File: config.mk
export PLATFORM = sky130hd
export DESIGN_NAME = gpu_host_ram_arbiter
export DESIGN_NICKNAME = d
export VERILOG_FILES = /design/src/rtl/gpu_mem_pkg.sv /design/src/rtl/gpu_rr_arb2.sv /design/src/rtl/gpu_host_ram_arbiter.sv
export SDC_FILE = /design/constraint.sdc
export NUM_CORES = 1
export LEC_CHECK = 0
export BUFFER_PORTS_ARGS = -buffer_cell sky130_fd_sc_hd__buf_2
export CAP_MARGIN = 15
export CORE_MARGIN = 2
export CORE_UTILIZATION = 25
export CTS_CLUSTER_DIAMETER = 150
export DETAILED_ROUTE_END_ITERATION = 12
export HOLD_SLACK_MARGIN = 0.02
export PLACE_DENSITY = 0.61
export SLEW_MARGIN = 25
export SYNTH_ARGS = -nofsm -noshare
export SYNTH_HDL_FRONTEND = slang
export SYNTH_HIERARCHICAL = 1
export SYNTH_SLANG_ARGS = --single-unit
File: constraint.sdc
create_clock -name clk -period 2.29 [get_ports clk]
set_clock_uncertainty 0.15 [all_clocks]
set_input_delay 0.458 -clock clk [delete_from_list [all_inputs] [get_ports clk]]
set_output_delay 0.458 -clock clk [all_outputs]
set_load 0.05 [all_outputs]
File: src/rtl/gpu_mem_pkg.sv
// Shared definitions for the GPU host-side RAM port: FSM encoding, default
// read latency and the value returned for out-of-range reads.
package gpu_mem_pkg;

    typedef enum logic [1:0] {
        ST_IDLE  = 2'd0,
        ST_ISSUE = 2'd1,
        ST_WAIT  = 2'd2,
        ST_ACK   = 2'd3
    } state_e;

    localparam int         DEFAULT_READ_LATENCY = 2;
    localparam logic [7:0] OOR_READ_DATA        = 8'hFF;

endpackage

File: src/rtl/gpu_rr_arb2.sv
// Two-way round-robin arbiter. The pointer remembers the last winner so that
// on a tie the other requester is picked; it only moves when a grant is taken.
module gpu_rr_arb2 (
    input  logic       clk,
    input  logic       reset,
    input  logic [1:0] req_i,
    input  logic       take_i,
    output logic       valid_o,
    output logic       winner_o
);

    logic lastGrant_q;
    logic lastGrant_d;

    // After reset the pointer reads "last granted 1", so requester 0 wins the first tie.
    always_comb begin
        valid_o     = |req_i;
        winner_o    = (req_i == 2'b11) ? ~lastGrant_q : req_i[1];
        lastGrant_d = (take_i && valid_o) ? winner_o : lastGrant_q;
    end

    always_ff @(posedge clk) begin
        if (reset) begin
            lastGrant_q <= 1'b1;
        end else begin
            lastGrant_q <= lastGrant_d;
        end
    end

endmodule

File: src/rtl/gpu_host_ram_arbiter.sv
// Shares RAM port B between the Z80 bus interface (requester 0) and the RS232
// debugger (requester 1); one transaction at a time, all outputs registered.
module gpu_host_ram_arbiter
    import gpu_mem_pkg::*;
#(
    parameter int ADDR_SIZE    = 14,
    parameter int NUM_WORDS    = 2**ADDR_SIZE,
    parameter int READ_LATENCY = DEFAULT_READ_LATENCY
) (
    input  logic                 clk,
    input  logic                 reset,
    input  logic                 req_0,
    input  logic                 req_1,
    input  logic                 wr_0,
    input  logic                 wr_1,
    input  logic [19:0]          addr_0,
    input  logic [19:0]          addr_1,
    input  logic [7:0]           wdata_0,
    input  logic [7:0]           wdata_1,
    output logic                 ack_0,
    output logic                 ack_1,
    output logic [7:0]           rdata_0,
    output logic [7:0]           rdata_1,
    output logic                 range_err,
    output logic                 busy,
    output logic [ADDR_SIZE-1:0] ram_addr,
    output logic                 ram_wr_en,
    output logic [7:0]           ram_wdata,
    input  logic [7:0]           ram_rdata
);

    localparam int          CNT_W     = (READ_LATENCY > 1) ? $clog2(READ_LATENCY) : 1;
    localparam logic [20:0] WORDS_EXT = 21'(NUM_WORDS);

    state_e               state_q, state_d;
    logic                 owner_q, owner_d;
    logic                 wr_q, wr_d;
    logic                 oor_q, oor_d;
    logic [CNT_W-1:0]     cnt_q, cnt_d;
    logic                 ack0_q, ack0_d;
    logic                 ack1_q, ack1_d;
    logic                 rangeErr_q, rangeErr_d;
    logic                 busy_q, busy_d;
    logic [ADDR_SIZE-1:0] ramAddr_q, ramAddr_d;
    logic                 ramWrEn_q, ramWrEn_d;
    logic [7:0]           ramWdata_q, ramWdata_d;
    logic [7:0]           rdata0_q, rdata0_d;
    logic [7:0]           rdata1_q, rdata1_d;

    logic                 reqValid;
    logic                 winner;
    logic                 take;
    logic                 selWr;
    logic [19:0]          selAddr;
    logic [7:0]           selWdata;
    logic                 selOor;
    logic [7:0]           readValue;

    gpu_rr_arb2 u_arb (
        .clk      (clk),
        .reset    (reset),
        .req_i    ({req_1, req_0}),
        .take_i   (take),
        .valid_o  (reqValid),
        .winner_o (winner)
    );

    // The range check uses the full 20-bit address so aliases of valid words are rejected.
    always_comb begin
        selWr     = winner ? wr_1 : wr_0;
        selAddr   = winner ? addr_1 : addr_0;
        selWdata  = winner ? wdata_1 : wdata_0;
        selOor    = ({1'b0, selAddr} >= WORDS_EXT);
        readValue = oor_q ? OOR_READ_DATA : ram_rdata;
    end

    always_comb begin
        state_d    = state_q;
        owner_d    = owner_q;
        wr_d       = wr_q;
        oor_d      = oor_q;
        cnt_d      = cnt_q;
        ack0_d     = 1'b0;
        ack1_d     = 1'b0;
        rangeErr_d = 1'b0;
        ramAddr_d  = ramAddr_q;
        ramWrEn_d  = 1'b0;
        ramWdata_d = ramWdata_q;
        rdata0_d   = rdata0_q;
        rdata1_d   = rdata1_q;
        take       = 1'b0;

        case (state_q)
            ST_IDLE: begin
                if (reqValid) begin
                    take       = 1'b1;
                    owner_d    = winner;
                    wr_d       = selWr;
                    oor_d      = selOor;
                    ramAddr_d  = selAddr[ADDR_SIZE-1:0];
                    ramWdata_d = selWdata;
                    ramWrEn_d  = selWr && !selOor;
                    state_d    = ST_ISSUE;
                end
            end
            ST_ISSUE: begin
                if (wr_q) begin
                    state_d    = ST_ACK;
                    ack0_d     = !owner_q;
                    ack1_d     = owner_q;
                    rangeErr_d = oor_q;
                end else begin
                    state_d = ST_WAIT;
                    cnt_d   = CNT_W'(READ_LATENCY - 1);
                end
            end
            ST_WAIT: begin
                if (cnt_q == '0) begin
                    state_d    = ST_ACK;
                    ack0_d     = !owner_q;
                    ack1_d     = owner_q;
                    rangeErr_d = oor_q;
                    if (owner_q) begin
                        rdata1_d = readValue;
                    end else begin
                        rdata0_d = readValue;
                    end
                end else begin
                    cnt_d = cnt_q - CNT_W'(1);
                end
            end
            ST_ACK: begin
                state_d = ST_IDLE;
            end
            default: begin
                state_d = ST_IDLE;
            end
        endcase

        busy_d = (state_d != ST_IDLE);
    end

    always_ff @(posedge clk) begin
        if (reset) begin
            state_q    <= ST_IDLE;
            owner_q    <= 1'b0;
            wr_q       <= 1'b0;
            oor_q      <= 1'b0;
            cnt_q      <= '0;
            ack0_q     <= 1'b0;
            ack1_q     <= 1'b0;
            rangeErr_q <= 1'b0;
            busy_q     <= 1'b0;
            ramAddr_q  <= '0;
            ramWrEn_q  <= 1'b0;
            ramWdata_q <= 8'h00;
            rdata0_q   <= 8'h00;
            rdata1_q   <= 8'h00;
        end else begin
            state_q    <= state_d;
            owner_q    <= owner_d;
            wr_q       <= wr_d;
            oor_q      <= oor_d;
            cnt_q      <= cnt_d;
            ack0_q     <= ack0_d;
            ack1_q     <= ack1_d;
            rangeErr_q <= rangeErr_d;
            busy_q     <= busy_d;
            ramAddr_q  <= ramAddr_d;
            ramWrEn_q  <= ramWrEn_d;
            ramWdata_q <= ramWdata_d;
            rdata0_q   <= rdata0_d;
            rdata1_q   <= rdata1_d;
        end
    end

    assign ack_0     = ack0_q;
    assign ack_1     = ack1_q;
    assign range_err = rangeErr_q;
    assign busy      = busy_q;
    assign ram_addr  = ramAddr_q;
    assign ram_wr_en = ramWrEn_q;
    assign ram_wdata = ramWdata_q;
    assign rdata_0   = rdata0_q;
    assign rdata_1   = rdata1_q;

endmodule

==> impl_metrics.yaml <==
floorplanning:
  io_pins: 113
  die_height_microns: 95.2
  fp.coreArea_sq_um: 8130
  fp-row-count: 33
  dieArea_sq_um: 9070
  die_w_microns: 95.2
  initial_core_util: 0.256
pwr:
  power_mw: 2.32
  powerDensity_nw_per_um2: 817
  irDropWorstVdd_mv: 0.298
  p_leak_nw: 1.32
placed_design:
  place_hpwl_microns: 3960
  placedInstanceArea_sq_um: 2740
  dp_cells: 425
  gp_routability_congestion: 0.727
  preCtsSetupSlack_ns: 0.396
  portBuffers: 112
final_layout:
  instances_no_fill: 433
  final_common_cell: "buf_2"
  n_antenna_cell: 0
  final_cell_mix: "buf_2, dfxtp_1, nor2_1"
  drive_above_1_share: 0.399
  multi_input_area_sq_um: 987
  stdcell_area_sq_um: 2830
  area_growth_pct: 36.1
  fillers: 842
  final_util: 0.348
  nNetsFinal: 401
  register_area_sq_um: 1000
cts:
  hold_buffers: 0
  post-cts-setup-buffer-count: 0
  cts-buffers-inserted: 5
  cts.sinks: 50
  htree_levels: 2
  cts_resized: 0
  cts_buffer_depth: 2
  clk_latency_ns: 0.29
  cts_tree: "yes"
  cts.clk_slew.worst_paths_ns: 0.09
  cts_root_buf: "clkbuf_8"
synthesis:
  syn_avg_cell_area_sq_um: 9.42
  seq_area_frac_synth: 0.481
  synthDominantCellAreaShare: 0.481
  ys_ff_latch: 50
  ys_warn_count: 6
  syn_nets: 295
  yosys-top-cells-area: "dfxtp_1, a211oi_1, mux2i_1"
  synthCells: 221
  syn_area_sq_um: 2080
  synth_area_leader_cell: "dfxtp_1"
  post_synth_num_cell_types: 30
timing:
  fin_ws_ns: 0.468
  worstMarginPinSlew_ns: 0.618
  fin_hold_ws_ns: 0.310
  setup_tns_ns: 0
  rsz0062_at_grt: "false"
  period_share: 0.796
  slew_headroom: 0.588
  setup_viol: 0
  fmax_mhz: 549
  finalCriticalPeriod_ns: 1.82
  hold_viol: 0
  slew_viol_final: 0
route:
  detail_route.wl_per_cell_microns: 11.9
  drt_wl_total_microns: 5160
  drt_iter0_markers: 31
  antenna_left: 0
  routed-via-count: 1909
  firstDrtPassIters: 4
  drc_errors: 0
  vias_per_cell: 4.41
job:
  cap_violations: 0
global_routing:
  grt_pass1_wl_microns: 8330
  gr-total-overflow: 0
  grt_pass1_vias: 1805
  grt_max_degree: 35
  grt_usage: 0.117
  antenna_found_initial: 0
critical_path:
  r2r-start: "state_q[0]"
  startpoint: "state_q[0]"
  worstPathMaxFanout: 16
  cp_data_arrival_time_ns: 1.88
  path_class: "register to register"
  cp_data_required_time_ns: 2.35
  startpoint_type: "register"
  endpoint_kind: "register"
worst_hold_path:
  min_path_type: "input port to register"
  min_from: "req_1"
status:
  status: "finished clean"
-- worst max-delay path, cell delays in order, from the launching register on --
cell	delay (ns)
dfxtp_1	0.35
inv_1	0.11
ha_1	0.22
nand2b_1	0.10
nor2_2	0.49
nor2_1	0.09
a211oi_1	0.23
-- metal layers --
layer  wire (microns)  up-vias  track usage  share of wire
met5                0        -            0              0
met4               34        0       0.0326         0.0066
met3              424        5       0.0364          0.082
met2             2380       78        0.194           0.46
met1             2330      840        0.147           0.45
li1                 -      986            -              -
-- synthesized netlist by cell type --
cell type / count
a221oi_1: 1
nand3_1: 1
and3_1: 3
or4_4: 1
nand2_1: 5
a311oi_1: 1
and2_1: 3
mux2i_1: 23
a21oi_1: 6
o21ai_0: 2
or2_2: 2
a21boi_0: 1
nor2_1: 48
buf_4: 4
nor2b_1: 1
dfxtp_1: 50
a31o_2: 1
o21bai_2: 1
buf_2: 5
nor3_1: 1
nor4_1: 1
o41ai_2: 1
nand2b_1: 2
buf_1: 1
inv_1: 5
nand3b_1: 1
nor2_2: 1
clkbuf_1: 7
a211oi_1: 38
ha_1: 4
-- flip-flops by register name, indices dropped and copies added (netlist names) --
signal / flops
ack_0: 1
ack_1: 1
busy: 1
cnt_q: 1
oor_q: 1
owner_q: 1
ram_addr: 14
ram_wdata: 8
ram_wr_en: 1
range_err: 1
rdata_0: 8
rdata_1: 8
state_q: 2
u_arb/lastGrant_q: 1
wr_q: 1
-- path summary, 6_finish.rpt --
kind,slack [ns],cells after the start,endpoint
worst max-delay path,0.47,6,rdata_0[4]
worst min-delay path,0.31,3,u_arb/lastGrant_q
worst min register to register,0.35,2,ram_wdata[3]
worst max register to register,0.47,6,rdata_0[4]
-- report_power, final --
group / switching [mW] / leakage, nW / internal [mW] / total, mW
logic: 0.528 / 0.866 / 0.233 / 0.762
registers: 0.0614 / 0.411 / 0.970 / 1.03
clock network: 0.278 / 0.0482 / 0.244 / 0.522
-- final cells by class --
type,count,area share
flip-flops and latches,50,0.353
repair buffers,116,0.213
clock inverters,1,0.00177
multi-input cells,149,0.348
clock buffers,7,0.0305
inverters,5,0.00663
well taps,105,0.0464
-- kinds of logic after synthesis --
family | share of synthesized area
AOI/OAI and AO/OA | 0.186
adders and majority gates | 0.0241
buffers and inverters | 0.0499
DFF | 0.481
muxes | 0.111
and+or+nand+nor | 0.149
Note: power is estimated with default switching activity, not from simulation.
